**src/rtl/sweep_pkg.sv**
```systemverilog
// ---------------------------------------------------------------------------
// sweep_pkg
// Shared types and constants for the sweep controller.
//   state_t : FSM state encoding (IDLE, UP, HOLD, DOWN, DONE)
//   HOLD_W  : width of the hold-phase cycle counter (covers HOLD_CYCLES 1..255)
// ---------------------------------------------------------------------------
package sweep_pkg;

    typedef enum logic [2:0] {
        S_IDLE = 3'd0,
        S_UP   = 3'd1,
        S_HOLD = 3'd2,
        S_DOWN = 3'd3,
        S_DONE = 3'd4
    } state_t;

    localparam int HOLD_W = 8;

endpackage

```
**src/rtl/sweep_dp.sv**
```systemverilog
// ---------------------------------------------------------------------------
// sweep_dp
// WIDTH-bit up/down counter with synchronous load, used as the sweep datapath.
// Ports:
//   clk      - clock (rising edge)
//   rst      - synchronous active-high reset, clears the counter
//   load     - load load_val this cycle (has priority over stepping)
//   load_val - value to load
//   step_en  - step the counter by one this cycle
//   up       - step direction: 1 = increment, 0 = decrement
//   count    - current counter value
// ---------------------------------------------------------------------------
module sweep_dp #(
    parameter int WIDTH = 8
) (
    input  logic             clk,
    input  logic             rst,
    input  logic             load,
    input  logic [WIDTH-1:0] load_val,
    input  logic             step_en,
    input  logic             up,
    output logic [WIDTH-1:0] count
);

    logic [WIDTH-1:0] count_q;

    always_ff @(posedge clk) begin
        if (rst) begin
            count_q <= '0;
        end else if (load) begin
            count_q <= load_val;
        end else if (step_en) begin
            count_q <= up ? (count_q + WIDTH'(1)) : (count_q - WIDTH'(1));
        end
    end

    assign count = count_q;

endmodule

```
**src/rtl/sweep_ctrl.sv**
```systemverilog
// ---------------------------------------------------------------------------
// sweep_ctrl
// Triangle sweep controller: counts lo..hi, holds at hi for HOLD_CYCLES extra
// cycles, counts back down to lo, and repeats for the requested number of
// sweeps. Later sweeps start at lo+1 so lo is not emitted twice.
// Ports:
//   clk    - clock (rising edge)
//   rst    - synchronous active-high reset
//   start  - run request, only looked at in IDLE
//   pause  - (only with SWEEP_PAUSE_EN) freezes the run while busy
//   lo, hi - sweep limits, latched on an accepted start
//   sweeps - number of up/down sweeps, latched on an accepted start
//   count  - current counter value
//   dir    - 1 while counting up or holding, 0 otherwise
//   busy   - high in UP, HOLD and DOWN
//   done   - one-cycle pulse (the DONE state) when a run completes
//   err    - one-cycle pulse after a rejected start
// Build option: define SWEEP_PAUSE_EN to add the pause input.
// ---------------------------------------------------------------------------
module sweep_ctrl
    import sweep_pkg::*;
#(
    parameter int WIDTH       = 8,
    parameter int HOLD_CYCLES = 4,
    parameter int SWEEPS_W    = 4
) (
    input  logic                clk,
    input  logic                rst,
    input  logic                start,
`ifdef SWEEP_PAUSE_EN
    input  logic                pause,
`endif
    input  logic [WIDTH-1:0]    lo,
    input  logic [WIDTH-1:0]    hi,
    input  logic [SWEEPS_W-1:0] sweeps,
    output logic [WIDTH-1:0]    count,
    output logic                dir,
    output logic                busy,
    output logic                done,
    output logic                err
);

    state_t              state_q, state_d;
    logic [WIDTH-1:0]    lo_q, lo_d;
    logic [WIDTH-1:0]    hi_q, hi_d;
    logic [SWEEPS_W-1:0] sweeps_q, sweeps_d;
    logic [HOLD_W-1:0]   hold_q, hold_d;
    logic                err_q, err_d;

    logic                dp_load;
    logic [WIDTH-1:0]    dp_val;
    logic                dp_step;
    logic                dp_up;
    logic                run_active;
    logic                freeze;

    assign run_active = (state_q == S_UP) || (state_q == S_HOLD) || (state_q == S_DOWN);

`ifdef SWEEP_PAUSE_EN
    // Pause only has an effect mid-run; IDLE and DONE proceed normally.
    assign freeze = pause && run_active;
`else
    assign freeze = 1'b0;
`endif

    always_ff @(posedge clk) begin
        if (rst) begin
            state_q  <= S_IDLE;
            lo_q     <= '0;
            hi_q     <= '0;
            sweeps_q <= '0;
            hold_q   <= '0;
            err_q    <= 1'b0;
        end else begin
            state_q  <= state_d;
            lo_q     <= lo_d;
            hi_q     <= hi_d;
            sweeps_q <= sweeps_d;
            hold_q   <= hold_d;
            err_q    <= err_d;
        end
    end

    always_comb begin
        state_d  = state_q;
        lo_d     = lo_q;
        hi_d     = hi_q;
        sweeps_d = sweeps_q;
        hold_d   = hold_q;
        err_d    = 1'b0;
        dp_load  = 1'b0;
        dp_val   = lo_q;
        dp_step  = 1'b0;
        dp_up    = 1'b1;

        if (!freeze) begin
            case (state_q)
                S_IDLE: begin
                    if (start) begin
                        if ((lo < hi) && (sweeps != '0)) begin
                            lo_d     = lo;
                            hi_d     = hi;
                            sweeps_d = sweeps;
                            dp_load  = 1'b1;
                            dp_val   = lo;
                            state_d  = S_UP;
                        end else begin
                            err_d = 1'b1;
                        end
                    end
                end
                S_UP: begin
                    // hi itself is shown once in UP; HOLD adds the extra copies.
                    if (count == hi_q) begin
                        hold_d  = '0;
                        state_d = S_HOLD;
                    end else begin
                        dp_step = 1'b1;
                        dp_up   = 1'b1;
                    end
                end
                S_HOLD: begin
                    if (hold_q == HOLD_W'(HOLD_CYCLES - 1)) begin
                        dp_load = 1'b1;
                        dp_val  = hi_q - WIDTH'(1);
                        state_d = S_DOWN;
                    end else begin
                        hold_d = hold_q + HOLD_W'(1);
                    end
                end
                S_DOWN: begin
                    if (count == lo_q) begin
                        sweeps_d = sweeps_q - SWEEPS_W'(1);
                        if (sweeps_q == SWEEPS_W'(1)) begin
                            // count already sits at lo, which DONE must show.
                            state_d = S_DONE;
                        end else begin
                            dp_load = 1'b1;
                            dp_val  = lo_q + WIDTH'(1);
                            state_d = S_UP;
                        end
                    end else begin
                        dp_step = 1'b1;
                        dp_up   = 1'b0;
                    end
                end
                S_DONE: begin
                    state_d = S_IDLE;
                end
                default: begin
                    state_d = S_IDLE;
                end
            endcase
        end
    end

    sweep_dp #(
        .WIDTH (WIDTH)
    ) u_dp (
        .clk      (clk),
        .rst      (rst),
        .load     (dp_load),
        .load_val (dp_val),
        .step_en  (dp_step),
        .up       (dp_up),
        .count    (count)
    );

    assign busy = run_active;
    assign dir  = (state_q == S_UP) || (state_q == S_HOLD);
    assign done = (state_q == S_DONE);
    assign err  = err_q;

endmodule

```
**config.mk**
```make
export PLATFORM = sky130hd
export DESIGN_NAME = sweep_ctrl
export DESIGN_NICKNAME = d
export VERILOG_FILES = /design/src/rtl/sweep_pkg.sv /design/src/rtl/sweep_dp.sv /design/src/rtl/sweep_ctrl.sv
export SDC_FILE = /design/constraint.sdc
export NUM_CORES = 1
export LEC_CHECK = 0
export ABC_AREA = 1
export CORE_UTILIZATION = 36
export DETAILED_ROUTE_END_ITERATION = 6
export PLACE_DENSITY = 0.58
export RECOVER_POWER = 25
export SYNTH_ARGS = -nofsm -noshare
export SYNTH_HDL_FRONTEND = slang
export SYNTH_SLANG_ARGS = --single-unit
export TNS_END_PERCENT = 20
```
**constraint.sdc**
```tcl
create_clock -name clk -period 2.1 [get_ports clk]
set_clock_uncertainty 0.2 [all_clocks]
set_input_delay 0.21 -clock clk [delete_from_list [all_inputs] [get_ports clk]]
set_output_delay 0.21 -clock clk [all_outputs]
set_load 0.02 [all_outputs]
```
[Word-level counts from Yosys, hierarchy flattened]
Cells that the tools add are included.
Word-level totals
  output and inout port bits: 12
  register bits after elaboration: 40
  logic and storage cells: 78
  input port bits: 23
Operators by class
  muxes and demuxes: 35
  bitwise logic cells: 2
  $add $sub $neg: 6
  reduce and logical (&&, ||, !) cells: 13
  $lt $le $gt $ge: 1
  equal/unequal tests: 14
Operators with widths (count)
  $mux W8: 10
  $add A8 B1 Y8 const B: 3
  $pmux W8 S3: 1
  $mux W3: 6
  $eq A8 B8 Y1: 2
  $pmux W8 S2: 1
  $sub A8 B1 Y8 const B: 2
  $mux W4: 3
  $pmux W3 S4: 1
  $mux W1: 10
  $eq A8 B2 Y1 const B: 1
  $lt A8 B8 Y1: 1
  $pmux W4 S2: 1
  $eq A3 B2 Y1 const B: 2
  $ne A2 B1 Y1 const B: 3
  $ne A2 B2 Y1 const B: 3
  $reduce_and A3 Y1: 2
  $reduce_bool A2 Y1: 3
  $reduce_and A5 Y1: 1
  $eq A4 B1 Y1 const B: 1
  $reduce_and A4 Y1: 1
  $reduce_bool A4 Y1: 1
  $sub A4 B1 Y4 const B: 1
  $eq A3 B1 Y1 const B: 1
  other kinds (8): 10

[Longest topological paths before layout]
Gate-level depths: netlist (run 1).
  depth after elaboration: 6
  gate-level depth with buffers: 21
  mapped depth without buffers: 20

[Cells and area by module]
A second synthesis (run 1) with hierarchy kept.
Unflattened totals
  cells, all modules: 561
  area, all modules: 3522.1 µm²
By module, submodules not included
  sweep_ctrl: times used 1, seq. area each 640.6 µm², area an instance 2845.2 µm², cells an instance 461
  sweep_dp: times used 1, seq. area each 160.2 µm², area an instance 676.9 µm², cells an instance 100

[Worst setup path after synthesis (run 1)]
No wires, ideal clock.
  path type: register to register
  from: register u_dp.count_q[0], in the netlist u_dp.count[0]
  to: register u_dp.count_q[4], in the netlist u_dp.count[4]
  data arrival time: 2.078 ns
  data required time: 1.844 ns
  library setup time: 0.056 ns
  path slack: -0.234 ns
  stages on the path, launching flop included: 20
  clock period less this slack: 2.334 ns
  path buffers: 2
  cells stage by stage: dfxtp_1 > buf_2 > xnor2_1 > nand2_1 > nor2_1 > nand2_2 > buf_6 > nand3_2 > nand2_1 > inv_1 > ha_1 > inv_1 > nand2_1 > nand4_1 > nand2_1 > xor2_1 > nand2_1 > nand3_1 > nand2_1 > inv_1
On the way
  longest elaborated chain between the ends: 6
  elaborated cells on any way between the ends: 17
  classes of those cells: add/sub: 2; eq/ne: 2; mux: 12; reduce/logical: 1
RTL lines
  start, declared: RTL line sweep_dp.sv:25  | logic [WIDTH-1:0] count_q;
  start signal, assigned: RTL line sweep_dp.sv:31  | count_q <= load_val;
  start signal, assigned: RTL line sweep_dp.sv:33  | count_q <= up ? (count_q + WIDTH'(1)) : (count_q - WIDTH'(1));
  branches (longest 6 deep; another with $sub A8 B1 Y8)
Several ways; the timed one is not identified. The select of a mux whose other input is x is not followed.
A chain may end at the register's enable or synchronous reset.

[Worst setup path in the final report (run 1)]
  from: input lo[3]
  to: register u_dp.count_q[6], in the netlist u_dp.count[6]
On the way
  longest elaborated chain between the ends: 6
  elaborated cells on any way between the ends: 10
  classes of those cells: order compare: 1; mux: 7; reduce/logical: 2
RTL lines
  start, declared: RTL line sweep_ctrl.sv:33  | input logic [WIDTH-1:0] lo,
  $lt A8 B8 Y1 (*): RTL line sweep_ctrl.sv:100  | if ((lo < hi) && (sweeps != '0)) begin
  $logic_and A1 B1 Y1 (*): RTL line sweep_ctrl.sv:100
  $mux W8 or $mux W1 (tied branches)
  $mux W8 or $mux W1 (tied branches): RTL line sweep_ctrl.sv:99  | if (start) begin
  $pmux W8 S3 or $pmux W1 S3 (tied branches): RTL line sweep_ctrl.sv:97  | case (state_q)
  $mux W8 or $reduce_bool A2 Y1 (tied branches)
Every way passes the cells marked *; elsewhere a longest branch is shown, timed or not.

==> out/results.ini, run 1 <==
[run_status]
outcome=finished, violations left
violations=negative setup slack

[power_and_ir_drop]
p_clk_share_pct=9.3
switching_share_pct=46.6
power.switching_mw=2.68
p_leak_nw=2.31
p_per_area_mw_per_mm2=1180
vdd_ir_drop_max_mv=0.497
p_seq_share_pct=20.4
p_comb_share_pct=70.2
p_int_mw=3.07

[floorplanning]
core_sq_mm=0.00838
die-area_sq_mm=0.00920
start_util_pct=37.9
row_count=33
die_x_um=95.9
ios=35
fp.dieH_um=95.9

[critical_path]
crit_fanout=4
start_kind=primary input
slowest_stage=dlygate4sd2_1
crit_path_frequent_cell=a21oi_1
path_cells=dlygate4sd2_1 > ha_4 > a21oi_1 > o21ai_2 > a21oi_1 > nand4_1 > nand3_4 > nor2_4 > buf_4 > buf_4 > a21oi_2 > a21oi_1
crit_arrival_ns=2.17
slowest_delay_ns=0.28
r2r_cells=15
r2r_start=u_dp.count[7]
critPathKind=primary input to flop
crit_buf_inv=3
reg2reg_slack_ns=-0.06
cpLargestDelayFamily=compound AO/OA/AOI/OAI gates
cp.required_ns=2.09
regToRegEndpoint=u_dp.count[4]
end_kind=flop

[synthesis]
syn_inst=516
syn_nets=552
synth_warnings=0
synth_flop_cell=dfxtp_1
syn_avg_cell_area_sq_um=6.16
asyncSetResetFlopFracSynth_pct=0
synthTopCellsByCount=nand2_1, inv_1, a21oi_1, dfxtp_1, nand3_1
synth-edff-count=0
synth_area_leaders=dfxtp_1, nand2_1, inv_1
yosysTopAreaCell=dfxtp_1
ys_seq_area_share_pct=25.2
synth_seq_cells=40
yosysTopAreaCellShare_pct=25.2
syn_area_sq_mm=0.00318
synthDistinctLibCells=37
yosysMostFrequentCell=nand2_1

[grt]
grt_pass1_vias=3524
grt_pass1_wl_mm=16.8
grt-ovfl-total=0
grt_max_degree=22
grtUsageTotal_pct=24.2
antenna_found_initial=0

[placed_design]
place_congestion=0.939
io_buffers=34
dp.cells=733
place_area_sq_mm=0.00432
dp_hpwl_mm=7.97

[final_layout]
multi_input_area_sq_mm=0.00229
area_delta_synth_final_pct=52.8
stdcell_area_sq_mm=0.00485
drive_above_1_share_pct=35.1
seq_area_sq_um=833
layout.nets=688
finalNonFillerCells=758
fill_cells=797
diodes=0

[clock_network]
clk_latency_ns=0.30
cts_tree=yes
root_buffer=clkbuf_8
path_clk_slew_ns=0.08
clk_path_buf_depth=2
cts_sinks=40
h-tree-depth=2
numCtsBuffers=5

[drt]
wl_per_cell_um=13.7
drc=0
wl_mm=10.4
drtPass1Iterations=5
num_vias=3796
ant_nets=0
drt_iter0_markers=199
viasPerCell=5.01

[min_path]
hold_end=hi_q[2]
hold_start=hi[2]
hp-class=primary input to flop
hold_depth=3

[timing]
final.setup.tns_ns=-0.380
hold_viol_final=0
setup_viol=12
fin_crit_ns=2.18
finalCritPeriodShare_pct=104
rsz0062_at_grt=true
worst_pin_slew_ns=0.458
slew-limit-headroom_pct=69.1
holdWs_ns=0.129
slew_viol_final=0
worst_slack_ns=-0.0827
fmax_mhz=458

[job]
max_cap_violations=0

[state kept, by name, indices dropped and copies added (netlist names)]
signal and cells:
err 1, state_q 3, sweeps_q 4, u_dp.count 8, lo_q 8, hold_q 8
hi_q 8
[cells in the final DEF (no fill, tap or decap), types with 7 or more instances in the layout]
cell type | netlist | final
inv_1 | 75 | 65
o21ai_1 | 17 | 18
nand3_2 | 4 | 7
nand4_1 | 11 | 11
nor2_1 | 26 | 21
nand2_1 | 133 | 117
inv_2 | 12 | 20
nor3_1 | 13 | 11
ha_1 | 13 | 7
dlygate4sd2_1 | 0 | 14
a21oi_1 | 45 | 35
nand2_2 | 4 | 17
a21oi_2 | 0 | 10
dfxtp_2 | 0 | 11
buf_4 | 3 | 98
xor2_1 | 7 | 7
clkdlybuf4s50_1 | 0 | 11
dfxtp_1 | 40 | 24
nor2_2 | 4 | 7
nand3_1 | 33 | 28
o21ai_0 | 31 | 24
[power by group through the flow]
| stage | combinational (mW) | clock, mW | sequential, mW |
|---|---|---|---|
| final | 4.03 | 0.536 | 1.17 |
| after global routing | 4.43 | 0.576 | 1.20 |
| after CTS | 3.80 | 0.543 | 1.16 |
| after detailed placement | 3.43 | 0 | 1.17 |
| after global placement | 3.40 | 0 | 1.16 |
| after floorplan | 1.91 | 0 | 1.27 |
[metal layers]
metal / up-vias / global-route usage [%] / routed length [um]
li1: 1966 / - / -
met1: 1734 / 33.1 / 5070
met2: 88 / 39.9 / 4770
met3: 8 / 3.48 / 419
met4: 0 / 5.97 / 114
met5: - / 0 / 0
[per-stage QoR]
stage / total power, mW / util [%] / setup WS [ns]
floorplan: 3.18 / - / -0.0539
detailed placement: 4.60 / 51.6 / -0.711
CTS: 5.51 / 55.8 / -0.0668
global placement: 4.56 / 51.6 / -0.656
finish: 5.74 / 57.9 / -0.0827
global route: 6.20 / 57.9 / -0.258
[worst max-delay path by stage]
stage	from	cells after the start	endpoint	slack [ns]
2_1_floorplan	state_q[0]	16	u_dp.count[4]	-0.05
3_3_place_gp	hi[1]	14	u_dp.count[5]	-0.66
3_5_place_dp	hi[1]	14	u_dp.count[3]	-0.71
4_1_cts	u_dp.count[4]	15	hold_q[6]	-0.07
5_1_grt	u_dp.count[6]	18	u_dp.count[4]	-0.26
6_report	lo[3]	12	u_dp.count[6]	-0.08
[timing repair]
item,in CTS,in global routing
resized for setup,67,47
pin swaps,25,25
buffers inserted,11,5
hold buffers,0,0
setup endpoints to repair,36,25
gates cloned,1,0
[logic make-up after synthesis]
family / count (synthesis) / share of synthesized area, %
compound gates: 109 / 18.5
buf+inv: 100 / 12.6
flops: 40 / 25.2
xor+xnor: 15 / 4.14
simple gates: 239 / 34.5
fa+ha+maj: 13 / 5.12
[cell type report]
cell class	instances	area share, %
multi-input cells	376	47.1
flip-flops and latches	40	17.2
clock buffers	6	1.50
well taps	105	2.71
repair buffers	141	24.3
clock inverters	2	0.258
repair inverters	1	0.155
inverters	87	6.83
[tightest hold or removal path: cells and delay by family]
| kind | cells | cell delay (ns) |
|---|---|---|
| AOI/OAI and AO/OA | 2 | 0.17 |
| buffers and inverters | 1 | 0.21 |
(Power assumes the default switching activity.)
==> run 2: changes to the inputs <==
--- a/config.mk
+++ b/config.mk
@@ -8,6 +8,7 @@
 export ABC_AREA = 1
 export CORE_UTILIZATION = 36
 export DETAILED_ROUTE_END_ITERATION = 6
+export GPL_TIMING_DRIVEN = 1
 export PLACE_DENSITY = 0.58
 export RECOVER_POWER = 25
 export SYNTH_ARGS = -nofsm -noshare
==> results of run 2 <==
Final layout, timing and power as in run 1 (identical DEF).
